$ cat src/rtl/vga_sync_rx.sv
// rtl/vga_sync_rx.sv - VGA timing recovery, active-video reconstruction and pixel probe
//
// Purpose: recovers line/frame timing from sampled HS/VS and reconstructs
// column/row/active-video. It locks after two consistent frames and
// captures the {R,G,B} value seen at a software-selected probe point.
//
// Ports:
//   clk, rst          clock; asynchronous active-high reset
//   pix_en            pixel strobe; every input is sampled only when high
//   HS, VS            active-low horizontal / vertical sync
//   R, G, B           4-bit colour components
//   probe_x, probe_y  probe point, latched at each frame_start
//   col, row, de      reconstructed active position and active-video flag
//   locked            timing lock indicator
//   frame_start       one-clock pulse per locked frame
//   frame_count       count of locked frames (wraps)
//   probe_rgb         {R,G,B} captured at the probe point
//   probe_valid       one-clock pulse on capture
//   hs_err, vs_err    sticky timing error flags
module vga_sync_rx #(
   parameter int H_TOTAL  = 800,
   parameter int H_START  = 144,
   parameter int H_ACTIVE = 640,
   parameter int V_TOTAL  = 525,
   parameter int V_START  = 35,
   parameter int V_ACTIVE = 480
) (
   input  logic        clk,
   input  logic        rst,
   input  logic        pix_en,
   input  logic        HS,
   input  logic        VS,
   input  logic [3:0]  R,
   input  logic [3:0]  G,
   input  logic [3:0]  B,
   input  logic [9:0]  probe_x,
   input  logic [8:0]  probe_y,
   output logic [9:0]  col,
   output logic [8:0]  row,
   output logic        de,
   output logic        locked,
   output logic        frame_start,
   output logic [15:0] frame_count,
   output logic [11:0] probe_rgb,
   output logic        probe_valid,
   output logic        hs_err,
   output logic        vs_err
);

   typedef enum logic [1:0] {
      SEARCH = 2'd0,
      ALIGN  = 2'd1,
      LOCKED = 2'd2
   } state_t;

   localparam logic [9:0] H_LAST  = 10'(H_TOTAL - 1);
   localparam logic [9:0] V_LAST  = 10'(V_TOTAL - 1);
   localparam logic [9:0] H_FIRST = 10'(H_START);
   localparam logic [9:0] H_END   = 10'(H_START + H_ACTIVE);
   localparam logic [9:0] V_FIRST = 10'(V_START);
   localparam logic [9:0] V_END   = 10'(V_START + V_ACTIVE);

   state_t     state, state_n;
   logic [9:0] hcnt, hcnt_n;
   logic [9:0] vcnt, vcnt_n;
   logic       hs_prev, vs_prev;
   logic [9:0] probe_x_l;
   logic [8:0] probe_y_l;
   logic       hs_fall, vs_fall;
   logic       hs_bad, vs_bad, fs_n;
   logic       de_n, hit;
   logic [9:0] col_n;
   logic [8:0] row_n;

   assign hs_fall = hs_prev & ~HS;
   assign vs_fall = vs_prev & ~VS;

   // Next-state, counters and error detection. Error checks look at the
   // counter values before this sample's update: a well-formed line ends
   // with hcnt at H_TOTAL-1 exactly when the next HS fall arrives.
   always_comb begin
      state_n = state;
      hcnt_n  = hcnt;
      vcnt_n  = vcnt;
      hs_bad  = 1'b0;
      vs_bad  = 1'b0;
      fs_n    = 1'b0;
      if (pix_en) begin
         if (hs_fall)
            hcnt_n = '0;
         else if (hcnt != H_LAST)
            hcnt_n = hcnt + 10'd1;

         if (vs_fall)
            vcnt_n = '0;
         else if (hs_fall && (vcnt != V_LAST))
            vcnt_n = vcnt + 10'd1;

         if (state != SEARCH)
            hs_bad = hs_fall ? (hcnt != H_LAST) : (hcnt == H_LAST);
         if (state == LOCKED)
            vs_bad = vs_fall ? (vcnt != V_LAST) : (hs_fall && (vcnt == V_LAST));

         case (state)
            SEARCH: begin
               if (vs_fall)
                  state_n = ALIGN;
            end
            ALIGN: begin
               if (hs_bad)
                  state_n = SEARCH;
               else if (vs_fall && (vcnt == V_LAST)) begin
                  state_n = LOCKED;
                  fs_n    = 1'b1;
               end
            end
            LOCKED: begin
               if (hs_bad || vs_bad)
                  state_n = SEARCH;
               else if (vs_fall)
                  fs_n = 1'b1;
            end
            default: state_n = SEARCH;
         endcase
      end
   end

   // Position of the pixel sampled this cycle: the HS-fall sample is hcnt 0,
   // so the post-update counters name the pixel on the R/G/B inputs now.
   always_comb begin
      de_n  = (state_n == LOCKED) &&
              (hcnt_n >= H_FIRST) && (hcnt_n < H_END) &&
              (vcnt_n >= V_FIRST) && (vcnt_n < V_END);
      col_n = '0;
      row_n = '0;
      if (de_n) begin
         col_n = hcnt_n - H_FIRST;
         row_n = 9'(vcnt_n - V_FIRST);
      end
      // col/row never leave the active window, so an out-of-window probe
      // point can never match.
      hit = de_n && (col_n == probe_x_l) && (row_n == probe_y_l);
   end

   always_ff @(posedge clk or posedge rst) begin
      if (rst)
         state <= SEARCH;
      else
         state <= state_n;
   end

   always_ff @(posedge clk or posedge rst) begin
      if (rst) begin
         hcnt        <= '0;
         vcnt        <= '0;
         hs_prev     <= 1'b1;
         vs_prev     <= 1'b1;
         probe_x_l   <= '0;
         probe_y_l   <= '0;
         col         <= '0;
         row         <= '0;
         de          <= 1'b0;
         locked      <= 1'b0;
         frame_start <= 1'b0;
         frame_count <= '0;
         probe_rgb   <= '0;
         probe_valid <= 1'b0;
         hs_err      <= 1'b0;
         vs_err      <= 1'b0;
      end else begin
         frame_start <= 1'b0;
         probe_valid <= 1'b0;
         if (pix_en) begin
            hs_prev     <= HS;
            vs_prev     <= VS;
            hcnt        <= hcnt_n;
            vcnt        <= vcnt_n;
            locked      <= (state_n == LOCKED);
            de          <= de_n;
            col         <= col_n;
            row         <= row_n;
            frame_start <= fs_n;
            if (fs_n) begin
               frame_count <= frame_count + 16'd1;
               probe_x_l   <= probe_x;
               probe_y_l   <= probe_y;
            end
            if (hs_bad)
               hs_err <= 1'b1;
            if (vs_bad)
               vs_err <= 1'b1;
            if (hit) begin
               probe_rgb   <= {R, G, B};
               probe_valid <= 1'b1;
            end
         end
      end
   end

endmodule

$ cat config.mk
export PLATFORM = sky130hd
export DESIGN_NAME = vga_sync_rx
export DESIGN_NICKNAME = d
export VERILOG_FILES = /design/src/rtl/vga_sync_rx.sv
export SDC_FILE = /design/constraint.sdc
export NUM_CORES = 1
export LEC_CHECK = 0
export ABC_CLOCK_PERIOD_IN_PS = 11840
export BUFFER_PORTS_ARGS = -buffer_cell sky130_fd_sc_hd__clkbuf_2
export CAP_MARGIN = 20
export CORE_MARGIN = 8
export CORE_UTILIZATION = 55
export CTS_BUF_LIST = sky130_fd_sc_hd__clkbuf_16
export CTS_CLUSTER_SIZE = 25
export DETAILED_ROUTE_END_ITERATION = 6
export GPL_TIMING_DRIVEN = 0
export MAX_ROUTING_LAYER = met4
export PLACE_DENSITY_LB_ADDON = 0.2
export SLEW_MARGIN = 40
export SYNTH_ARGS = -nofsm -noshare
export SYNTH_HDL_FRONTEND = slang
export SYNTH_SLANG_ARGS = --single-unit
$ cat constraint.sdc
create_clock -name clk -period 11.84 [get_ports clk]
set_input_delay 2.368 -clock clk [delete_from_list [all_inputs] [get_ports clk]]
set_output_delay 2.368 -clock clk [all_outputs]
set_load 0.05 [all_outputs]
==> results of run 1 <==
layout make-up:
cell class | count | share of cell area
multi-input cells | 380 | 0.434
inverters | 33 | 0.0208
plain buffers | 23 | 0.0159
clock buffers | 9 | 0.0357
repair buffers | 91 | 0.0758
flip-flops and latches | 96 | 0.381
clock inverters | 7 | 0.00992
well taps | 133 | 0.0264
worst max-delay path: cells and delay by family:
kind | cells | cell delay [ns]
buffers and inverters | 4 | 0.88
adders and majority gates | 1 | 0.26
muxes | 1 | 0.30
and+or+nand+nor | 6 | 1.82
AOI/OAI and AO/OA | 5 | 1.27
xor gates and xnor gates | 1 | 0.31
routing by layer:
| metal | track usage | part of all wire |
|---|---|---|
| met1 | 0.303 | 0.47 |
| met3 | 0.0299 | 0.043 |
| met2 | 0.343 | 0.47 |
| met5 | - | 0 |
| met4 | 0.0762 | 0.018 |
logic make-up (layout without fill, tap and decap cells):
| group | count (synthesis) | count (layout) |
|---|---|---|
| muxes | 49 | 49 |
| buffers and inverters | 56 | 163 |
| AOI/OAI and AO/OA | 101 | 101 |
| and+or+nand+nor | 181 | 181 |
| DFF | 96 | 96 |
| xor gates and xnor gates | 38 | 38 |
| adders and majority gates | 11 | 11 |
worst max path at each step:
stage	endpoint	slack, ns	depth (start not counted)
2_1_floorplan	probe_rgb[0]$_DFFE_PP0P_	5.39	17
3_5_place_dp	probe_rgb[0]$_DFFE_PP0P_	4.50	18
4_1_cts	probe_rgb[0]$_DFFE_PP0P_	4.84	18
6_report	probe_rgb[0]$_DFFE_PP0P_	4.82	18
3_3_place_gp	probe_rgb[2]$_DFFE_PP0P_	4.60	18
5_1_grt	probe_rgb[0]$_DFFE_PP0P_	4.66	18
flip-flops by register name (all words and copies together), names as in the netlist, 2 cells and up:
name	flops
col	10
probe_x_l	10
probe_y_l	9
hcnt	10
state	2
vcnt	10
frame_count	16
row	9
probe_rgb	12
power by group through the flow:
stage,Combinational (uW),Clock (uW),Sequential [uW]
after floorplan,93.3,0,363
after global placement,133,0,364
after detailed placement,137,0,364
after CTS,138,287,358
after global routing,153,302,361
final,138,284,359
through the flow:
step | worst slack [ns] | hold WS, ns | instances | util
finish | 4.82 | 0.462 | 772 | 0.654
global route | 4.66 | 0.488 | 772 | 0.654
CTS | 4.84 | 0.463 | 772 | 0.654
detailed placement | 4.50 | 0.447 | 756 | 0.625
global placement | 4.60 | 0.441 | 753 | 0.619
floorplan | 5.39 | 0.491 | 532 | -
cells in the final DEF, fill, tap and decap left out, types with 5 or more instances in the layout:
cell	n
a21o_1	5
a21oi_1	13
a31oi_1	7
and3_1	6
buf_2	7
clkbuf_1	15
clkbuf_16	9
clkbuf_2	88
dfrtp_1	94
ha_1	11
inv_1	32
mux2_2	33
mux2_4	10
mux2i_1	6
nand2_1	46
nand2b_1	5
nand3_1	12
nand4_1	12
nor2_1	39
nor3_1	10
nor4_1	6
o211ai_1	5
o21ai_0	20
o22ai_1	10
or3_1	6
xnor2_1	30
xor2_1	8
==> results.toml, run 1 <==
[power]
p_seq_frac = 0.459
internal-power_uw = 536
p_total_uw = 781
power_frac_comb = 0.177
clkPwrFrac = 0.363
cellPowerDensity_nw_per_um2 = 124
switching_share = 0.313
p_leak_uw = 0.00304
ir_drop_v = 0.0000695
p_sw_uw = 245

[clock_tree]
cts_tree = "built"
numCtsBuffers = 9
cts_root_buffer = "clkbuf_16"
clk_pin_slew_ns = 0.07
post-cts-setup-buffers = 0
cts_max_path_buffers = 2
clock_sinks = 96
hold_buffers = 0
ctsResizeCount = 0
clock_latency_ns = 0.35
htree_levels = 3

[synthesis]
synthArstFlopShare = 1.00
synth-edff-count = 0
synth_top_cell_area_share = 0.439
muxShareOfSynthArea = 0.108
synth_nets = 579
synth_area_leaders = "dfrtp_1 (44%), mux2_2 (6.9%), xnor2_1 (4.9%)"
syn-cell-area_um2 = 5360
synth-compound-area-share = 0.133
synthSimpleGateAreaFrac = 0.181
netlist_instances = 532
yosysTopAreaCell = "dfrtp_1"
yosys.cell_types.count = 71
yosys-top-cells-count = "dfrtp_1 (94), nand2_1 (46), nor2_1 (39), inv_1 (33), mux2_2 (33)"
synth_seq_cells = 96
synth.avg_cell_area_um2 = 10.1
yosysMostFrequentCell = "dfrtp_1"
synthAdderAreaFrac = 0.0257
synth_xor_xnor_area_share = 0.0621
synth_top_family_by_area = "simple AND/OR/NAND/NOR gates"
synth-seq-area-share = 0.448
ys.flop_type = "dfrtp_1"
synth_warnings = 0

[timing]
max_freq_mhz = 143
tightest_slew_ns = 0.812
setup_tns_ns = 0
skew_ns = 0.0146
setup_viol = 0
report.final.hold_viol_count = 0
rsz0062_at_grt = "false"
drv_slew = 0
layout_min_cycle_time_ns = 7.02
maxSlewHeadroom = 0.459
finalCritPeriodShare = 0.593

[global_route]
first_global_vias = 4462
grt_usage = 0.224
grt_overflow = 0
grt_pass1_wl_um = 22800
antenna_found_initial = 0
grt_max_degree = 52

[finish]
antennaDiodeCount = 0
drive_above_1_share = 0.271
final_nets = 681
multi_input_area_um2 = 2740
fin_area_um2 = 6310
nFillCells = 821
regArea_um2 = 2400
area_growth_pct = 17.6

[min_path]
holdCritStartpoint = "hs_err$_DFFE_PP0P_"
hold_depth = 1
worstHoldEndpoint = "hs_err$_DFFE_PP0P_"
hold_class = "flop to flop"

[floorplanning]
start_util = 0.556
fp.dieH_um = 115
dieWidth_um = 115
pin_count = 89
num_rows = 36
core-area_um2 = 9640
die-area_um2 = 13200

[critical_path]
crit_arrival_ns = 7.24
worst-r2r-cell-count = 18
start_kind = "input pin"
path_max_fanout = 10
crit_type = "input pin to flop"
cp_slowest_cell = "or4_4"
r2r_setup_slack_ns = 6.29
critPathCaptureType = "flop"
cp.required_ns = 12.07
crit_top_cell = "a21oi_1"
max_stage_delay_ns = 0.59
r2r_start = "vcnt[7]$_DFFE_PP0P_"
regToRegEndpoint = "probe_rgb[0]$_DFFE_PP0P_"
startpoint = "HS"
path_cells = "clkbuf_2 -> and3b_1 -> clkbuf_1 -> nand2_1 -> xnor2_1 -> nor2_1 -> ha_1 -> o21ba_2 -> or4b_1 -> a21oi_1 -> or4_1 -> buf_2 -> a21oi_1 -> o32a_1 -> a2111o_1 -> or4_4 -> buf_6 -> mux2_4"

[route]
wl_per_cell_um = 18.2
dr.pass1.iters = 5
ant_nets = 0
drt_iter0_markers = 285
drc_errors = 0
wl_um = 14000
via_per_inst = 5.82
vias = 4495

[place]
hpwl_um = 10600
placedInstanceArea_um2 = 6020
io_buffers = 88
gp_congestion = 0.948

[run]
cap_violations = 0

[outcome]
status = "finished clean"
(Power assumes the default switching activity.)
==> run 2, diff against run 1 <==
ABC_AREA = 1   (was unset)
ABC_CLOCK_PERIOD_IN_PS = 6400   (was 11840)
CORE_UTILIZATION = 51   (was 55)
clock period = 6.4 ns   (was 11.84 ns; I/O delays follow)
==> run 2 against run 1 <==
  * Clock skew shrank 0.0078 ns
  * Sequential power is 84% higher
  * Final area up 0.87%
  * Hold slack better by 0.0091 ns
  * Worst setup slack got worse by 3.0 ns
  * Highest routed layer unchanged
==> results.toml, run 2 <==
[clock_tree]
cts_tree = "built"
cts_max_path_buffers = 2
post-cts-setup-buffers = 0
htree_levels = 3
numCtsBuffers = 9
cts_root_buffer = "clkbuf_16"
ctsResizeCount = 0
hold_buffers = 0
clock_latency_ns = 0.35
clk_pin_slew_ns = 0.07
clock_sinks = 96

[synthesis]
synth.avg_cell_area_um2 = 7.66
synth_seq_cells = 96
netlist_instances = 708
synth_top_cell_area_share = 0.434
synth-seq-area-share = 0.444
synth_area_leaders = "dfrtp_1 (43%), nand2_1 (17%), nand3_1 (5.0%)"
syn-cell-area_um2 = 5420
yosysMostFrequentCell = "nand2_1"
yosys-top-cells-count = "nand2_1 (241), dfrtp_1 (94), inv_1 (71), nand3_1 (54), nor2_1 (49)"
ys.flop_type = "dfrtp_1"
synth_nets = 755
yosysTopAreaCell = "dfrtp_1"
synth-edff-count = 0
synthArstFlopShare = 1.00
synth_warnings = 0
yosys.cell_types.count = 37

[finish]
reg.largest.list = "frame_count: 16 flops, probe_rgb: 12 flops"
most-common-layout-cells = "nand2_1 (241), dfrtp_1 (94), clkbuf_2 (88)"
drive_above_1_share = 0.205
final_nets = 855
antennaDiodeCount = 0
final_core_util = 0.616
mostFrequentLayoutCell = "nand2_1"
area_growth_pct = 17.4
largest-register = "frame_count"
stdcell_count = 949
largest_reg_flops = 16

[route]
wl_met3_um = 690
ant_nets = 0
via_per_inst = 5.22
drc_errors = 0
route.top_layer_used = "met4"
vias = 4952
dr.pass1.iters = 5
wl_per_cell_um = 14.7
m1WireLength_um = 6540
wl_um = 14000
drt_iter0_markers = 393
wl_met2_um = 6530

[power]
p_leak_uw = 0.00353
ir_drop_v = 0.000131
p_sw_uw = 467
switching_share = 0.313
power_frac_comb = 0.190
internal-power_uw = 1030
clkPwrFrac = 0.368
cellPowerDensity_nw_per_um2 = 234
p_seq_frac = 0.442

[critical_path]
cp.required_ns = 6.64
crit_type = "input pin to flop"
path_max_fanout = 10
critPathCaptureType = "flop"
start_kind = "input pin"
crit_arrival_ns = 4.79

[timing]
setup_tns_ns = 0
setup_viol = 0
rsz0062_at_grt = "false"
tightest_slew_ns = 0.635
layout_min_cycle_time_ns = 4.55
max_freq_mhz = 220
drv_slew = 0
skew_ns = 0.00677
maxSlewHeadroom = 0.577
report.final.hold_viol_count = 0
finalCritPeriodShare = 0.711

[min_path]
hold_class = "flop to flop"

[place]
dp.cells = 933
hpwl_um = 10800
io_buffers = 88
gp_congestion = 0.882

[floorplanning]
fp.dieH_um = 119
pin_count = 89
num_rows = 37
die-area_um2 = 14200
dieWidth_um = 119
start_util = 0.525
core-area_um2 = 10300

[global_route]
grt_pass1_wl_um = 23300
grt_max_degree = 51
grt_overflow = 0
first_global_vias = 4859
antenna_found_initial = 0
grt_usage = 0.207

[run]
cap_violations = 0

[outcome]
status = "finished clean"
==> run 2: cell count changes after synthesis, sizes merged, moves of 18 or more <==
cell	delta
nand2	+202
nand4	+21
mux2	-43
nand3	+52
nor2	+24
xnor2	-26
inv	+52
o21ai	+18
==> run 2: path summary, 6_finish.rpt <==
check	startpoint	endpoint	slack (ns)	cells past startpoint
worst max-delay path	pix_en	probe_rgb[0]$_DFFE_PP0P_	1.85	25
worst min-delay path	probe_rgb[4]$_DFFE_PP0P_	probe_rgb[4]$_DFFE_PP0P_	0.47	2
worst max register to register	vcnt[0]$_DFFE_PP0P_	probe_rgb[0]$_DFFE_PP0P_	2.32	31
worst min register to register	probe_rgb[4]$_DFFE_PP0P_	probe_rgb[4]$_DFFE_PP0P_	0.47	2
max in group asynchronous	rst	vcnt[0]$_DFFE_PP0P_	4.91	3
min in group asynchronous	rst	probe_x_l[8]$_DFFE_PP0P_	0.92	2
==> run 2: logic make-up after synthesis <==
group | Yosys count | synth area share
flops | 96 | 0.444
buf+inv | 104 | 0.0787
compound gates | 51 | 0.0524
xor+xnor | 26 | 0.0420
fa+ha+maj | 11 | 0.0254
simple gates | 420 | 0.358
==> run 2: routing by layer <==
layer | global-route usage | up-vias
met2 | 0.320 | 142
li1 | - | 2447
met3 | 0.0340 | 17
met5 | - | -
met1 | 0.268 | 2346
met4 | 0.0798 | 0
==> run 2: power by group through the flow <==
stage	Combinational [uW]	Clock [uW]	Sequential, uW
after floorplan	197	0	675
after global placement	267	0	669
after detailed placement	279	0	670
after CTS	282	560	659
after global routing	319	580	664
final	283	549	659
==> run 2: worst max-delay path: stages <==
cell      delay [ns]
clkbuf_2        0.17
buf_2           0.25
clkbuf_1        0.39
nand3_1         0.16
nand2_1         0.17
inv_1           0.10
ha_1            0.23
nand3_1         0.12
nand2_1         0.09
nand2_1         0.08
nor2_1          0.05
a21oi_2         0.19
nand3_2         0.15
nor2_8          0.17
buf_8           0.16
nand2_1         0.08
nand2_1         0.11
nand2_1         0.06
nor2_1          0.09
nand2_1         0.10
nor2_4          0.17
nand3_2         0.12
buf_6           0.16
nand2_1         0.06
nand2_1         0.04
==> run 2: final cells by class <==
class / instances / area [um2]
fill: 935 / 3960
clock buffer: 9 / 225
timing repair buffer: 89 / 468
sequential: 96 / 2400
inverter: 86 / 330
multi-input combinational: 508 / 2590
clock inverter: 7 / 71.3
tap: 136 / 170
buffer: 18 / 104
==> run 2: per-stage QoR <==
step,area (um2),power [uW],hold WS [ns],setup WS (ns)
3_5_place_dp,6070,949,0.458,1.52
6_report,6360,1490,0.471,1.85
4_1_cts,6360,1500,0.475,1.86
2_1_floorplan,5420,871,0.460,2.45
5_1_grt,6360,1560,0.492,1.43
3_3_place_gp,6030,937,0.455,1.58
==> run 3, diff against run 2 <==
ABC_AREA = 0   (was 1)
ABC_CLOCK_PERIOD_IN_PS = 4580   (was 6400)
CORE_UTILIZATION = 55   (was 51)
clock period = 4.58 ns   (was 6.4 ns; I/O delays follow)
==> run 3 against run 2 <==
  * Clock power up 37%
  * Utilization rose by 9.8 points
  * Non-clock buffer count rose by 38
  * Sequential cell count stayed put
  * Register-to-register slack lost 2.3 ns
  * Routed wire length grew 7.1%
  * Via count shrank 5.3%
  * Clock-buffer cell count unchanged
  * Largest cell class unchanged
==> results.toml, run 3 (synthesis results as in run 1) <==
[critical_path]
critPathCaptureType = "flop"
start_kind = "input pin"
cp.required_ns = 4.81
cp_slowest_cell = "or4_4"
crit_top_cell = "or4_4"
crit_arrival_ns = 4.78
r2r_start = "hcnt[5]$_DFFE_PP0P_"
r2r_setup_slack_ns = 0.07
path_max_fanout = 7
regToRegEndpoint = "probe_rgb[9]$_DFFE_PP0P_"
path_cells = "buf_8 -> nand4_1 -> or3_1 -> o21a_1 -> nor2_2 -> inv_2 -> ha_4 -> nand2_2 -> mux2i_2 -> o211ai_1 -> a22oi_1 -> or4_4 -> o32a_1 -> a2111o_1 -> or4_4 -> buf_12 -> mux2_4"
max_stage_delay_ns = 0.63
crit_type = "input pin to flop"
worst-r2r-cell-count = 16

[power]
ir_drop_v = 0.000215
p_leak_uw = 0.00328
cellPowerDensity_nw_per_um2 = 313

[floorplanning]
num_rows = 36
start_util = 0.556
dieWidth_um = 115
core-area_um2 = 9640
pin_count = 89
fp.dieH_um = 115
die-area_um2 = 13200

[route]
wl_per_cell_um = 18.7
drc_errors = 0
drt_iter0_markers = 241
dr.pass1.iters = 5
wl_um = 15000
ant_nets = 0
via_per_inst = 5.84
vias = 4692

[clock_tree]
cts_tree = "built"
clk_pin_slew_ns = 0.07
clock_latency_ns = 0.35
htree_levels = 3
cts_root_buffer = "clkbuf_16"
clock_sinks = 96
cts_max_path_buffers = 2
numCtsBuffers = 9

[timing]
finalCritPeriodShare = 0.995
setup_viol = 0
skew_ns = 0.00622
drv_slew = 0
report.final.hold_viol_count = 0
setup_tns_ns = 0
hold_slack_ns = 0.459
max_freq_mhz = 219
rsz0062_at_grt = "true"
layout_min_cycle_time_ns = 4.56
tightest_slew_ns = 0.822
maxSlewHeadroom = 0.452

[min_path]
holdCritStartpoint = "hs_err$_DFFE_PP0P_"
hold_depth = 1
worstHoldEndpoint = "hs_err$_DFFE_PP0P_"
hold_class = "flop to flop"

[finish]
drive_above_1_share = 0.369
final_nets = 712
stdcell_count = 803
most-common-layout-cells = "dfrtp_1 (90), clkbuf_2 (87), nand2_1 (44)"
mostFrequentLayoutCell = "dfrtp_1"
area_growth_pct = 28.4
largest-register = "frame_count"
antennaDiodeCount = 0
reg.largest.list = "frame_count: 16 flops, probe_rgb: 12 flops"
nFillCells = 760
largest_reg_flops = 16

[outcome]
status = "finished clean"

[place]
io_buffers = 88
gp_congestion = 0.922
hpwl_um = 10600
dp.cells = 756

[global_route]
antenna_found_initial = 0
first_global_vias = 4791
grt_usage = 0.238
grt_pass1_wl_um = 23800
grt_max_degree = 77
grt_overflow = 0

[run]
cap_violations = 0
-- run 3: cell count changes in the layout (fill, tap and decap cells not counted), moves of 13 or more --
cell,delta
nor2_1,-15
nand3_1,-44
inv_1,-41
inv_2,-13
xnor2_1,+24
buf_4,+32
nand4_1,-18
o21ai_0,-24
mux2_2,+33
nand2_1,-197
xor2_1,-14
-- run 3: where the power goes --
group	switching [uW]	total [uW]	leakage [uW]	internal [uW]
logic	279	484	0.00183	205
registers	41.4	922	0.00130	881
clock network	327	751	0.000144	423
total	648	2160	0.00328	1510
-- run 3: worst max-delay path, delay by kind of cell --
family	cells	cell delay, ns
and+or+nand+nor	6	1.84
AOI/OAI and AO/OA	5	1.16
adders and majority gates	1	0.18
muxes	2	0.37
buffers and inverters	3	0.32
-- run 3: layout make-up --
type,count,area (um2),area share
multi-input combinational,380,2980,0.433
sequential,96,2410,0.350
timing repair buffer,125,773,0.112
clock buffer,9,225,0.0327
tap,133,166,0.0242
inverter,33,134,0.0194
buffer,20,129,0.0187
clock inverter,7,68.8,0.00999
-- run 3: timing repair --
action                     in CTS  in global routing
hold endpoints to repair        0                  0
gates cloned                    1                  0
pin swaps                      14                 18
setup endpoints to repair      23                 12
hold buffers                    0                  0
resized for setup              45                 20
buffers inserted               19                 14
-- run 3: worst max path at each step --
stage	slack, ns	depth (start not counted)	start	end
6_report	0.02	17	pix_en	probe_rgb[9]$_DFFE_PP0P_
4_1_cts	-0.002	18	pix_en	probe_rgb[9]$_DFFE_PP0P_
2_1_floorplan	0.01	17	HS	probe_rgb[0]$_DFFE_PP0P_
3_5_place_dp	-0.80	19	pix_en	probe_rgb[6]$_DFFE_PP0P_
5_1_grt	-0.11	17	pix_en	probe_rgb[3]$_DFFE_PP0P_
3_3_place_gp	-0.72	19	pix_en	probe_rgb[3]$_DFFE_PP0P_
-- run 3: stage by stage --
| step | power (uW) | instance area (um2) | util | worst slack [ns] |
|---|---|---|---|---|
| 2_1_floorplan | 1190 | 5410 | - | 0.0136 |
| 3_5_place_dp | 1310 | 6070 | 0.630 | -0.798 |
| 4_1_cts | 2140 | 6730 | 0.698 | -0.00154 |
| 5_1_grt | 2250 | 6890 | 0.714 | -0.112 |
| 6_report | 2160 | 6890 | 0.714 | 0.0239 |
| 3_3_place_gp | 1290 | 6020 | 0.624 | -0.723 |
-- run 3: per-layer routing --
| metal | track usage | vias up | wire (um) |
|---|---|---|---|
| met4 | 0.0937 | 0 | 345 |
| li1 | - | 2191 | - |
| met3 | 0.0509 | 32 | 945 |
| met2 | 0.372 | 168 | 7230 |
| met1 | 0.295 | 2301 | 6470 |
| met5 | - | - | 0 |
